===== src/rtl/rom_pkg.sv =====
// rom_pkg: shared widths, FSM states and buffered word type for the ROM burst reader.
package rom_pkg;
  localparam int WIDTH  = 32;
  localparam int DEPTH  = 8;
  localparam int LEN_W  = 9;
  localparam int RD_LAT = 1;
  typedef enum logic [1:0] {IDLE, READ, DRAIN} rd_state_e;
  typedef logic [WIDTH:0] rd_word_t;
endpackage


===== src/rtl/rom_rd_fifo.sv =====
// rom_rd_fifo: 2-entry FIFO holding captured ROM words with their last-beat flag.
module rom_rd_fifo
  import rom_pkg::*;
(
  input  logic       clk,
  input  logic       rst,
  input  logic       i_wr,
  input  rd_word_t   i_din,
  input  logic       i_rd,
  output rd_word_t   o_dout,
  output logic [1:0] o_count
);
  rd_word_t   r_mem [2];
  logic       r_wp, r_rp;
  logic [1:0] r_count;
  assign o_dout  = r_mem[r_rp];
  assign o_count = r_count;
  always_ff @(posedge clk or posedge rst) begin
    if (rst) begin
      r_mem[0] <= '0;
      r_mem[1] <= '0;
      r_wp     <= 1'b0;
      r_rp     <= 1'b0;
      r_count  <= 2'd0;
    end else begin
      if (i_wr) begin
        r_mem[r_wp] <= i_din;
        r_wp        <= !r_wp;
      end
      if (i_rd) r_rp <= !r_rp;
      r_count <= r_count + {1'b0, i_wr} - {1'b0, i_rd};
    end
  end
endmodule


===== src/rtl/rom_burst_reader.sv =====
// rom_burst_reader: issues ROM reads for a burst and streams the words out as valid/ready with last.
module rom_burst_reader
  import rom_pkg::*;
(
  input  logic             clk,
  input  logic             rst,
  input  logic             start,
  input  logic [DEPTH-1:0] base_addr,
  input  logic [LEN_W-1:0] len,
  output logic             busy,
  output logic             done,
  output logic [DEPTH-1:0] rom_addr,
  output logic             rom_re,
  input  logic [WIDTH-1:0] rom_data,
  output logic [WIDTH-1:0] out_data,
  output logic             out_valid,
  input  logic             out_ready,
  output logic             out_last
);
  rd_state_e         r_state, w_next;
  logic [DEPTH-1:0]  r_addr, r_last_addr;
  logic [LEN_W-1:0]  r_rem;
  logic [RD_LAT-1:0] r_pv, r_pl;
  logic              r_done, w_done, w_issue, w_pop, w_accept;
  logic [1:0]        w_count;
  rd_word_t          w_head;
  assign w_accept = r_state == IDLE && start;
  assign w_pop    = out_valid && out_ready;
  // a word leaving the buffer this cycle frees its slot for a new issue
  assign w_issue  = r_state == READ && (int'(w_count) + $countones(r_pv) - int'(w_pop) < 2);
  assign rom_re   = w_issue;
  assign rom_addr = w_issue ? r_addr : r_last_addr;
  assign busy     = r_state != IDLE;
  assign done     = r_done;
  assign out_valid = w_count != 2'd0;
  assign {out_last, out_data} = w_head;
  always_comb begin
    w_next = r_state;
    w_done = 1'b0;
    if (w_accept) begin
      w_next = len != '0 ? READ : IDLE;
      w_done = len == '0;
    end
    if (r_state == READ && w_issue && r_rem == LEN_W'(1)) w_next = DRAIN;
    if (r_state == DRAIN && r_pv == '0 && w_count == 2'd0) begin
      w_next = IDLE;
      w_done = 1'b1;
    end
  end
  always_ff @(posedge clk or posedge rst) begin
    if (rst) begin
      r_state <= IDLE;
      r_done  <= 1'b0;
    end else begin
      r_state <= w_next;
      r_done  <= w_done;
    end
  end
  always_ff @(posedge clk or posedge rst) begin
    if (rst) begin
      r_addr      <= '0;
      r_last_addr <= '0;
      r_rem       <= '0;
    end else if (w_accept) begin
      r_addr <= base_addr;
      r_rem  <= len;
    end else if (w_issue) begin
      r_addr      <= r_addr + DEPTH'(1);
      r_last_addr <= r_addr;
      r_rem       <= r_rem - LEN_W'(1);
    end
  end
  always_ff @(posedge clk or posedge rst) begin
    if (rst) begin
      r_pv <= '0;
      r_pl <= '0;
    end else begin
      for (int i = RD_LAT - 1; i > 0; i--) begin
        r_pv[i] <= r_pv[i-1];
        r_pl[i] <= r_pl[i-1];
      end
      r_pv[0] <= w_issue;
      r_pl[0] <= w_issue && r_rem == LEN_W'(1);
    end
  end
  rom_rd_fifo u_fifo (
    .clk     (clk),
    .rst     (rst),
    .i_wr    (r_pv[RD_LAT-1]),
    .i_din   ({r_pl[RD_LAT-1], rom_data}),
    .i_rd    (w_pop),
    .o_dout  (w_head),
    .o_count (w_count)
  );
endmodule


===== config.mk =====
export PLATFORM = sky130hd
export DESIGN_NAME = rom_burst_reader
export DESIGN_NICKNAME = d
export VERILOG_FILES = /design/src/rtl/rom_pkg.sv /design/src/rtl/rom_rd_fifo.sv /design/src/rtl/rom_burst_reader.sv
export SDC_FILE = /design/constraint.sdc
export NUM_CORES = 1
export LEC_CHECK = 0
export BUFFER_PORTS_ARGS = -buffer_cell sky130_fd_sc_hd__buf_2
export CORE_ASPECT_RATIO = 0.75
export CORE_UTILIZATION = 35
export DETAILED_ROUTE_END_ITERATION = 16
export PLACE_DENSITY = 0.54
export SYNTH_ARGS = -nofsm -noshare
export SYNTH_HDL_FRONTEND = slang
export SYNTH_SLANG_ARGS = --single-unit

===== constraint.sdc =====
create_clock -name clk -period 5.85 [get_ports clk]
set_clock_uncertainty 0.05 [all_clocks]
set_input_delay 1.17 -clock clk [delete_from_list [all_inputs] [get_ports clk]]
set_output_delay 1.17 -clock clk [all_outputs]
set_load 0.02 [all_outputs]

# Word-level counts from Yosys, hierarchy flattened
# Index checks and enable logic that the tools add are counted.
# W data, S select, Z words.
dict set report classes {
  bitwise 3
  n_eq_ne 3
  n_mux 17
  addsub 6
  n_reduce_logical 19
  magnitude_cmp 4
}
# operator n
set op_table {}
lappend op_table {{$mux W33} 4}
lappend op_table {{$bwmux W66} 1}
lappend op_table {{$demux W33 S1} 1}
lappend op_table {{$mux W8} 3}
lappend op_table {{$mux W9} 2}
lappend op_table {{$eq A9 B1 Y1 const B} 1}
lappend op_table {{$logic_and A1 B1 Y1} 9}
lappend op_table {{$logic_not A9 Y1} 1}
lappend op_table {{$reduce_bool A9 Y1} 1}
lappend op_table {{$sub A9 B1 Y9 const B} 1}
lappend op_table {{$add A8 B1 Y8 const B} 1}
lappend op_table {{$mux W2} 3}
lappend op_table {{$reduce_bool A2 Y1} 3}
lappend op_table {{$ge A2 B2 Y1 const B} 2}
lappend op_table {{$logic_not A2 Y1} 2}
lappend op_table {{$lt A4 B3 Y1 const B} 1}
lappend op_table {{$not A1 Y2} 2}
lappend op_table {{$sub A3 B1 Y4} 1}
lappend op_table {{$add A2 B1 Y3} 1}
lappend op_table {{$mux W1} 3}
lappend op_table {{$reduce_bool A3 Y1} 1}
lappend op_table {{$add A2 B1 Y2} 1}
lappend op_table {{$eq A2 B1 Y1 const B} 1}
lappend op_table {{$eq A2 B2 Y1 const B} 1}
lappend op_table {{4 further kinds} 5}
dict set report totals {
  output_inout_bits 45
  register_bits 100
}

# Logic depth before layout (Yosys ltp)
# Gate-level depths: netlist of the first run.
dict set report depth {
  ltp_word 9
  depth_mapped 11
  ltp_nobuf 10
}

# Hierarchy
# Synthesis of the first run repeated with hierarchy kept, for this count alone.
dict set report hier_totals {
  cells_unflattened 363
  area_unflattened_um2 4777.1
}
# mod area_per_inst_um2 instances cells_per_inst
set by_module_without_submodules {}
lappend by_module_without_submodules {rom_rd_fifo 3190.6 1 191}
lappend by_module_without_submodules {rom_burst_reader 1586.5 1 172}

# Worst setup path after synthesis of the first run
# No wires, ideal clock.
dict set report synth_path {
  path_kind {input to output}
  startpoint {input out_ready}
  endpoint {output rom_addr[1]}
  slack_ns 1.422
  n_path_buf 1
  stages 11
  arrival_time_ns 3.208
  path_cell_list {nand2_1 > mux2i_1 > ha_1 > inv_1 > fa_1 > nand3b_1 > o22a_1 > inv_2 > clkbuf_1 > nand2_1 > nand2_1}
}
dict set report synth_between {
  elab_chain_len 5
}
# item line
set synth_lines {}
lappend synth_lines {{start, declared} rom_burst_reader.sv:17} ;# input logic out_ready,
lappend synth_lines {{$logic_and A1 B1 Y1} rom_burst_reader.sv:28} ;# assign w_pop = out_valid && out_ready;
lappend synth_lines {{$sub A3 B1 Y4} rom_burst_reader.sv:30} ;# assign w_issue = r_state == READ && (int'(w_count) + $countones(r_pv) - int'(w_pop) < 2);
lappend synth_lines {{$lt A4 B3 Y1} rom_burst_reader.sv:30}
lappend synth_lines {{$logic_and A1 B1 Y1} rom_burst_reader.sv:30}
lappend synth_lines {{named net rom_re} rom_burst_reader.sv:13} ;# output logic rom_re,
lappend synth_lines {{$mux W8} -}
lappend synth_lines {{end, declared} rom_burst_reader.sv:12} ;# output logic [DEPTH-1:0] rom_addr,
# The timed path passes the listed nets, and every way through them passes these cells.

# Final worst setup path of the first run
dict set report layout_path {
  startpoint {input out_ready}
  endpoint {output rom_addr[3]}
}
dict set report layout_between {
  elab_chain_len 5
}
# item line
set layout_lines {}
lappend layout_lines {{$logic_and A1 B1 Y1} rom_burst_reader.sv:28}
lappend layout_lines {{$sub A3 B1 Y4} rom_burst_reader.sv:30}
lappend layout_lines {{$lt A4 B3 Y1} rom_burst_reader.sv:30}
lappend layout_lines {{$logic_and A1 B1 Y1} rom_burst_reader.sv:30}
lappend layout_lines {{$mux W8} -}
# No other way between the ends.

==> Implementation_results.wiki, run 1 <==
{| class="wikitable"
! Metric !! Value
|-
| Post-Syn Area per Cell || 12.5 um^2
|-
| Result of the run || finished, final reports clean
|-
| Detailed-placement wirelength estimate || 6.54 mm
|-
| CTS-repair resized insts || 0
|-
| Final count of negative-setup-slack endpoints || 0
|-
| Number of clock sinks seen by CTS || 100
|-
| Crit path arrival time || 3190 ps
|-
| Leakage power figure || 0.00258 uW
|-
| Post-CTS setup buffers || 0
|-
| Number of nets in the final layout || 519
|-
| # diodes || 0
|-
| Starting density of the core || 36.6%
|-
| Sum of overflow across all layers after global routing || 0
|-
| TritonCTS clock tree || done
|-
| Max Slew Vio Count || 0
|-
| Gate Count Post-Synth || 365
|-
| Unrepaired setup endpoints after global routing || no
|-
| Max FO, Critical Path || 34
|-
| Worst flop-to-flop path startpoint || u_fifo.o_count[1]
|-
| Critical path launch point type || primary input
|-
| Critical register-to-register path endpoint || r_rem[7]
|-
| Source of the critical timing path || out_ready
|-
| Global Route Usage Sum || 14.8%
|-
| Netlist Area Pre-Place || 4570 um^2
|-
| Path category of the worst min-delay check || register to register
|-
| Total of flip-flops plus latches after synthesis || 100
|-
| Final critical-path setup slack || 1440 ps
|-
| Floorplan core area || 12500 um^2
|-
| Critical path capture point || rom_addr[3]
|-
| Total wirelength of the detailed-routed design || 9.58 mm
|-
| Fraction of synthesized cell area taken by the top area cell type || 54.8%
|-
| Clock latency at the later pin of the worst-skew pair || 330 ps
|-
| Multi-input gate area in the final layout || 1970 um^2
|-
| Max clock buf depth || 2
|-
| Fraction of final layout cells with drive strength greater than 1 || 46.4%
|-
| Final sum of negative setup slack || 0 ps
|-
| Wire length of the first global-routing pass || 15.6 mm
|-
| Pin count of the biggest net entering global routing || 52
|-
| Netlist cell types || 44
|-
| FILL cells || 1195
|-
| Count of nets left with antenna violations after detail routing || 0
|-
| Power density over the cells || 620 nW/um^2
|-
| Height of the die || 101 um
|-
| Headroom to the max-slew limit || 29.2%
|-
| Placement Rows || 35
|-
| Synth async-reset ratio || 100%
|-
| Max-capacitance violation count || 0
|-
| Seq/Total Area, Yosys || 54.8%
|-
| DR vias || 3117
|-
| Drt first-iter violations || 103
|-
| Final critical-path required period || 4410 ps
|-
| Grt met2 use || 23.5%
|-
| Placed cell areas || 5230 um^2
|-
| Via count of the first global-routing pass || 3091
|-
| Clock root buffer || sky130_fd_sc_hd__clkbuf_16
|-
| Area of the die || 13500 um^2
|-
| DR vias/cell || 4.96
|-
| Met1 Usage GRT || 19.9%
|-
| Area Overhead vs Synth || 20.9%
|-
| Final number of hold-violating endpoints || 0
|-
| Slew @ Worst Pin || 1060 ps
|-
| Most used DFF post-synth || sky130_fd_sc_hd__dfrtp_1
|-
| CTS H-tree depth || 3
|-
| Ratio of final minimum period to clock period || 75.4%
|-
| Worst R2R Setup Slack || 2720 ps
|-
| YS warnings || 0
|-
| Post-synth EDFFs || 0
|-
| Inserted Clock Buffers || 9
|-
| Global routing's busiest layer || met2
|-
| Leading area contributor after synthesis || sky130_fd_sc_hd__dfrtp_1
|-
| Final Wtd Congestion || 0.762
|-
| Count of input and output buffers || 97
|-
| Register area || 2500 um^2
|-
| Clock Pin Slew Worst Setup and Hold Paths || 60 ps
|-
| Finished layout cell area || 5530 um^2
|-
| Start-to-end type of the worst setup path || primary input to primary output
|-
| Top-Level Pins || 98
|-
| Initial antenna violation count || 0
|-
| Detailed-router iteration count before antenna repair || 4
|-
| Hold_buf cts || 0
|-
| Routed wire per std cell || 15.2 um
|-
| Endpoint class of the critical path || primary output
|-
| Pre-CTS setup slack || 1450 ps
|-
| Mapped Nets || 425
|-
| Met3 layer usage reported by global route || 3.87%
|-
| Most common cell after layout, fill and taps aside || sky130_fd_sc_hd__dfrtp_1
|-
| Worst EP required || 4630 ps
|-
| Highest-count cells in the layout ignoring fill and taps || sky130_fd_sc_hd__dfrtp_1, sky130_fd_sc_hd__buf_2, sky130_fd_sc_hd__mux2_2
|-
| Max IR drop VDD || 0.000247 V
|-
| Top area cells in the synthesized netlist || sky130_fd_sc_hd__dfrtp_1, sky130_fd_sc_hd__mux2_2, sky130_fd_sc_hd__nand2_1, sky130_fd_sc_hd__a221o_1, sky130_fd_sc_hd__ha_1
|-
| FMAX || 227 MHz
|-
| Register-to-Register Path Depth || 9
|-
| Die span in x || 134 um
|-
| # DRC || 0
|}
## flip-flops by register name, summed over array words and instances, names as in the netlist
| signal | flops |
|---|---|
| r_rem | 9 |
| r_addr | 8 |
| r_state | 2 |
| r_pv | 1 |
| u_fifo.r_wp | 1 |
| done | 1 |
| r_pl | 1 |
| r_last_addr | 8 |
| u_fifo.r_mem | 66 |
| u_fifo.o_count | 2 |
| u_fifo.r_rp | 1 |
## critical path, cell delays in order
cell	delay, ps
sky130_fd_sc_hd__buf_2	100
sky130_fd_sc_hd__nand2_1	60
sky130_fd_sc_hd__mux2i_1	140
sky130_fd_sc_hd__ha_1	190
sky130_fd_sc_hd__inv_1	60
sky130_fd_sc_hd__fa_1	370
sky130_fd_sc_hd__xor2_1	190
sky130_fd_sc_hd__o22a_1	200
sky130_fd_sc_hd__buf_4	330
sky130_fd_sc_hd__nand2_1	130
sky130_fd_sc_hd__nand2_1	70
sky130_fd_sc_hd__buf_2	150
## power breakdown
| group | switching [uW] | internal, uW |
|---|---|---|
| clock | 247 | 340 |
| combinational | 900 | 737 |
| sequential | 188 | 1010 |
## stage by stage
stage	std cells	utilization, %	hold WS (ps)	total power (uW)
floorplan	365	-	383	2410
detailed placement	614	41.9	400	2870
finish	629	44.3	410	3430
global route	629	44.3	442	3670
global placement	614	41.9	394	2830
CTS	629	44.3	414	3480
## worst min-delay path by stage
| stage | start | end | slack, ps | cells past startpoint |
|---|---|---|---|---|
| after floorplan | r_last_addr[1] | r_last_addr[1] | 380 | 2 |
| after global placement | r_last_addr[6] | r_last_addr[6] | 390 | 2 |
| after detailed placement | r_last_addr[6] | r_last_addr[6] | 400 | 2 |
| after CTS | r_last_addr[6] | r_last_addr[6] | 410 | 2 |
| after global routing | r_last_addr[6] | r_last_addr[6] | 440 | 2 |
| final | r_last_addr[6] | r_last_addr[6] | 410 | 2 |
## synthesized netlist by cell type (2+ instances only)
| cell | number |
|---|---|
| sky130_fd_sc_hd__nor3_1 | 5 |
| sky130_fd_sc_hd__nor2_1 | 11 |
| sky130_fd_sc_hd__nor4_1 | 4 |
| sky130_fd_sc_hd__nand3b_1 | 2 |
| sky130_fd_sc_hd__a31oi_1 | 2 |
| sky130_fd_sc_hd__xor2_1 | 2 |
| sky130_fd_sc_hd__o22ai_1 | 2 |
| sky130_fd_sc_hd__ha_1 | 6 |
| sky130_fd_sc_hd__a21bo_1 | 2 |
| sky130_fd_sc_hd__o211ai_1 | 3 |
| sky130_fd_sc_hd__nand3_1 | 8 |
| sky130_fd_sc_hd__a21oi_1 | 2 |
| sky130_fd_sc_hd__or3_1 | 4 |
| sky130_fd_sc_hd__or4_4 | 2 |
| sky130_fd_sc_hd__inv_1 | 8 |
| sky130_fd_sc_hd__and3_1 | 3 |
| sky130_fd_sc_hd__a221o_1 | 8 |
| sky130_fd_sc_hd__nor3b_1 | 3 |
| sky130_fd_sc_hd__dfrtp_1 | 100 |
| sky130_fd_sc_hd__clkbuf_1 | 14 |
| sky130_fd_sc_hd__nand2_1 | 43 |
| sky130_fd_sc_hd__buf_1 | 3 |
| sky130_fd_sc_hd__mux2_1 | 6 |
| sky130_fd_sc_hd__or3b_1 | 2 |
| sky130_fd_sc_hd__mux2_2 | 93 |
| sky130_fd_sc_hd__o21ai_1 | 9 |
## layout make-up
class	count	share of cell area [%]
multi-input combinational	238	35.7
timing repair buffer	101	9.33
clock buffer	11	4.39
tap	166	3.76
sequential	100	45.3
clock inverter	4	0.906
inverter	9	0.657
## cells by family (layout without fill, tap and decap cells)
group	after synthesis	in the layout	share of synthesized area, %
muxes	100	100	24.6
and+or+nand+nor	93	93	9.91
buffers and inverters	27	125	2.25
DFF	100	100	54.8
xor gates and xnor gates	3	3	0.575
AOI/OAI and AO/OA	35	35	5.81
adders and majority gates	7	7	2.08
## per-layer routing
metal,vias up,part of all wire [%]
met5,-,0
met4,0,0.99
met3,7,3.9
met2,57,46
met1,1560,49
li1,1493,-
(Power assumes the default switching activity.)
==> run 2: changes to the inputs <==
Settings changed: ABC_AREA set to 1.
Clock period 5.85 ns to 4.31 ns, I/O delays scaled along.
==> Implementation_results.wiki, run 2 <==
{| class="wikitable"
! Metric !! Value
|-
| Final critical-path required period || 3820 ps
|-
| Final number of hold-violating endpoints || 0 (unchanged)
|-
| Power density over the cells || 460 nW/um^2 (-26%)
|-
| Clock Pin Slew Worst Setup and Hold Paths || 70 ps (about the same)
|-
| Register bank with the most flops || u_fifo.r_mem
|-
| Gate Count Post-Synth || 626 (+72%)
|-
| Max FO, Critical Path || 35 (+2.9%)
|-
| Chain of cells forming the critical path || inv_2 > nand2_1 > nand2_1 > inv_1 > nand2_1 > o21ai_0 > ha_1 > inv_1 > fa_1 > nand3_2 > nand2_2 > nand2_4 > nand2_1 > o21ai_0 > buf_2
|-
| Max Slew Vio Count || 0 (unchanged)
|-
| Fraction of final layout cells with drive strength greater than 1 || 17.8% (-29 points)
|-
| Final count of negative-setup-slack endpoints || 0 (unchanged)
|-
| # diodes || 0 (unchanged)
|-
| Placement Rows || 36 (+2.9%)
|-
| Global Route Usage Sum || 16.9% (+2.1 points)
|-
| Pin count of the biggest net entering global routing || 86 (+65%)
|-
| Area Overhead vs Synth || 17.4%
|-
| Mapped Nets || 686 (+61%)
|-
| Inserted Clock Buffers || 9 (unchanged)
|-
| Initial antenna violation count || 0 (unchanged)
|-
| Slew @ Worst Pin || 1140 ps (+82.7 ps)
|-
| Worst Hold Slack || 428 ps (+17.3 ps)
|-
| Fraction of synthesized cell area taken by the top area cell type || 51.6% (-3.2 points)
|-
| Unrepaired setup endpoints after global routing || no
|-
| Sum of overflow across all layers after global routing || 0 (unchanged)
|-
| Clock root buffer || sky130_fd_sc_hd__clkbuf_16
|-
| Critical path launch point type || register
|-
| YS warnings || 0 (unchanged)
|-
| Floorplan core area || 13200 um^2 (+6.1%)
|-
| DR vias || 4088 (+31%)
|-
| Die span in x || 138 um (+3.0%)
|-
| Internal power || 1660 uW (-21%)
|-
| Headroom to the max-slew limit || 23.7% (-5.5 points)
|-
| Top area cells in the synthesized netlist || sky130_fd_sc_hd__dfrtp_1, sky130_fd_sc_hd__nand2_1, sky130_fd_sc_hd__o21ai_0, sky130_fd_sc_hd__inv_1, sky130_fd_sc_hd__nand3_1
|-
| Count of nets left with antenna violations after detail routing || 0 (unchanged)
|-
| Number of nets in the final layout || 768 (+48%)
|-
| Hold_buf cts || 0 (unchanged)
|-
| Most used DFF post-synth || sky130_fd_sc_hd__dfrtp_1
|-
| Leading area contributor after synthesis || sky130_fd_sc_hd__dfrtp_1
|-
| Max-capacitance violation count || 0 (unchanged)
|-
| Crit path max-delay family || simple AND/OR/NAND/NOR gates
|-
| Seq/Total Area, Yosys || 51.6% (-3.2 points)
|-
| Result of the run || finished, final reports clean
|-
| Routed wire per std cell || 12.9 um (-15%)
|-
| Count of input and output buffers || 97 (unchanged)
|-
| Starting density of the core || 36.6% (about the same)
|-
| TritonCTS clock tree || done
|-
| Max IR drop VDD || 0.000286 V (+16%)
|-
| Clock latency at the later pin of the worst-skew pair || 350 ps (+20 ps)
|-
| Switching power || 963 uW (-28%)
|-
| Highest-count cells in the layout ignoring fill and taps || sky130_fd_sc_hd__nand2_1, sky130_fd_sc_hd__dfrtp_1, sky130_fd_sc_hd__buf_2
|-
| Final Wtd Congestion || 0.812 (+6.5%)
|-
| Largest register FFs || 66 (unchanged)
|-
| Top-Level Pins || 98 (unchanged)
|-
| Total of flip-flops plus latches after synthesis || 100 (unchanged)
|-
| Post-synth top cells || sky130_fd_sc_hd__nand2_1, sky130_fd_sc_hd__dfrtp_1, sky130_fd_sc_hd__o21ai_0, sky130_fd_sc_hd__inv_1, sky130_fd_sc_hd__nand3_1
|-
| CTS H-tree depth || 3 (unchanged)
|-
| Critical-path cell with the highest stage delay || sky130_fd_sc_hd__fa_1
|-
| Endpoint class of the critical path || primary output
|-
| Crit path arrival time || 2910 ps (-280 ps)
|-
| Path category of the worst min-delay check || register to register
|-
| Final sum of negative setup slack || 0 ps (unchanged)
|-
| Worst path bufs/invs || 4 (unchanged)
|-
| Power share of the clock group || 30.5% (+13 points)
|-
| Post-synth EDFFs || 0 (unchanged)
|-
| Start-to-end type of the worst setup path || register to primary output
|-
| Ratio of final minimum period to clock period || 88.7%
|-
| CTS-repair resized insts || 0 (unchanged)
|-
| Power share of the combinational group || 32.7% (-15 points)
|-
| Post-CTS setup buffers || 0 (unchanged)
|-
| Leakage power figure || 0.00322 uW (+25%)
|-
| Most numerous cell in the Yosys netlist || sky130_fd_sc_hd__nand2_1
|-
| Height of the die || 104 um (+3.0%)
|-
| Total wirelength of the detailed-routed design || 11.4 mm (+19%)
|-
| Via count of the first global-routing pass || 3778 (+22%)
|-
| Synth async-reset ratio || 100% (unchanged)
|-
| Longest individual stage delay on the worst path || 450 ps (+80 ps)
|-
| Most common cell on crit path || sky130_fd_sc_hd__nand2_1
|-
| Netlist cell types || 28 (-36%)
|-
| FMAX || 262 MHz
|-
| Most common cell after layout, fill and taps aside || sky130_fd_sc_hd__nand2_1
|-
| Biggest regs || u_fifo.r_mem (66), r_rem (9)
|-
| Detailed-router iteration count before antenna repair || 6 (+2)
|-
| Worst EP required || 3400 ps (-1230 ps)
|-
| Detailed-placement wirelength estimate || 7.44 mm (+14%)
|-
| DR vias/cell || 4.63 (-6.6%)
|-
| Wire length of the first global-routing pass || 18.9 mm (+21%)
|-
| Netlist Area Pre-Place || 4850 um^2 (+6.2%)
|-
| Area of the die || 14300 um^2 (+6.1%)
|-
| Drt first-iter violations || 330 (+220%)
|-
| Max clock buf depth || 2 (unchanged)
|-
| # DRC || 0 (unchanged)
|-
| Reg power frac || 36.7% (+1.6 points)
|-
| Number of clock sinks seen by CTS || 100 (unchanged)
|-
| Switch share || 36.8% (-2.2 points)
|-
| Post-Syn Area per Cell || 7.75 um^2 (-38%)
|}
[run 2: cell count changes in the layout (fill, tap and decap cells not counted), moves of 30 or more]
cell / delta
sky130_fd_sc_hd__mux2_2: -93
sky130_fd_sc_hd__inv_1: +54
sky130_fd_sc_hd__o21ai_0: +77
sky130_fd_sc_hd__nand3_1: +30
sky130_fd_sc_hd__nand2_1: +217
[run 2: layout make-up]
| cell class | instances | area, um^2 |
|---|---|---|
| fillers | 1399 | 7540 |
| flip-flops and latches | 100 | 2500 |
| multi-input cells | 430 | 1920 |
| repair buffers | 101 | 515 |
| inverters | 66 | 250 |
| clock buffers | 9 | 225 |
| well taps | 171 | 214 |
| clock inverters | 6 | 66.3 |
[run 2: final timing paths]
check                                        from               end  slack (ps)  cells past startpoint
worst max-delay path            u_fifo.o_count[1]       rom_addr[5]         490                     15
worst min-delay path               r_last_addr[1]    r_last_addr[1]         430                      2
worst max register to register  u_fifo.o_count[1]          r_rem[2]        1640                     15
worst min register to register     r_last_addr[1]    r_last_addr[1]         430                      2
max in group asynchronous                     rst  u_fifo.r_mem[44]        2670                      3
min in group asynchronous                     rst  u_fifo.r_mem[37]         720                      2
[run 2: power by group through the flow]
stage,Combinational (uW),Clock [uW],Sequential (uW)
after floorplan,574,0,978
after global placement,867,0,978
after detailed placement,870,0,979
after CTS,874,828,961
after global routing,960,870,961
final,857,800,962
[run 2: worst reg2reg max path: stages, from the launching register on]
cell and delay, ps:
sky130_fd_sc_hd__dfrtp_1 430, sky130_fd_sc_hd__inv_2 100, sky130_fd_sc_hd__nand2_1 100, sky130_fd_sc_hd__nand2_1 100, sky130_fd_sc_hd__inv_1 40, sky130_fd_sc_hd__nand2_1 60, sky130_fd_sc_hd__o21ai_0 90, sky130_fd_sc_hd__ha_1 200
sky130_fd_sc_hd__inv_1 70, sky130_fd_sc_hd__fa_1 450, sky130_fd_sc_hd__nand3_2 140, sky130_fd_sc_hd__nand2_2 90, sky130_fd_sc_hd__nand2_4 290, sky130_fd_sc_hd__nand2_1 200, sky130_fd_sc_hd__nand2_1 100, sky130_fd_sc_hd__nand2_1 50
[run 2: cells by family after synthesis]
kind of cell / after synthesis / share of synthesized area (%)
xor+xnor: 5 / 0.902
simple gates: 328 / 27.1
fa+ha+maj: 7 / 1.96
compound gates: 90 / 9.62
buf+inv: 96 / 8.82
flops: 100 / 51.6
[run 2: stage by stage]
stage | instance area, um^2 | total power, uW | utilization, % | std cells | setup WS (ps)
2_1_floorplan | 4850 | 1550 | - | 626 | 668
3_3_place_gp | 5410 | 1850 | 40.8 | 868 | 581
3_5_place_dp | 5410 | 1850 | 40.8 | 868 | 503
4_1_cts | 5700 | 2660 | 43.0 | 883 | 445
5_1_grt | 5700 | 2790 | 43.0 | 883 | 178
6_report | 5700 | 2620 | 43.0 | 883 | 488
[run 2: layer usage]
| layer | part of all wire (%) | vias to the layer above | global-route usage, % |
|---|---|---|---|
| met4 | 1.1 | 0 | 5.12 |
| met5 | 0 | - | 0 |
| met2 | 44 | 90 | 24.0 |
| met1 | 50 | 1883 | 25.1 |
| met3 | 4.9 | 10 | 4.24 |
| li1 | - | 2105 | - |
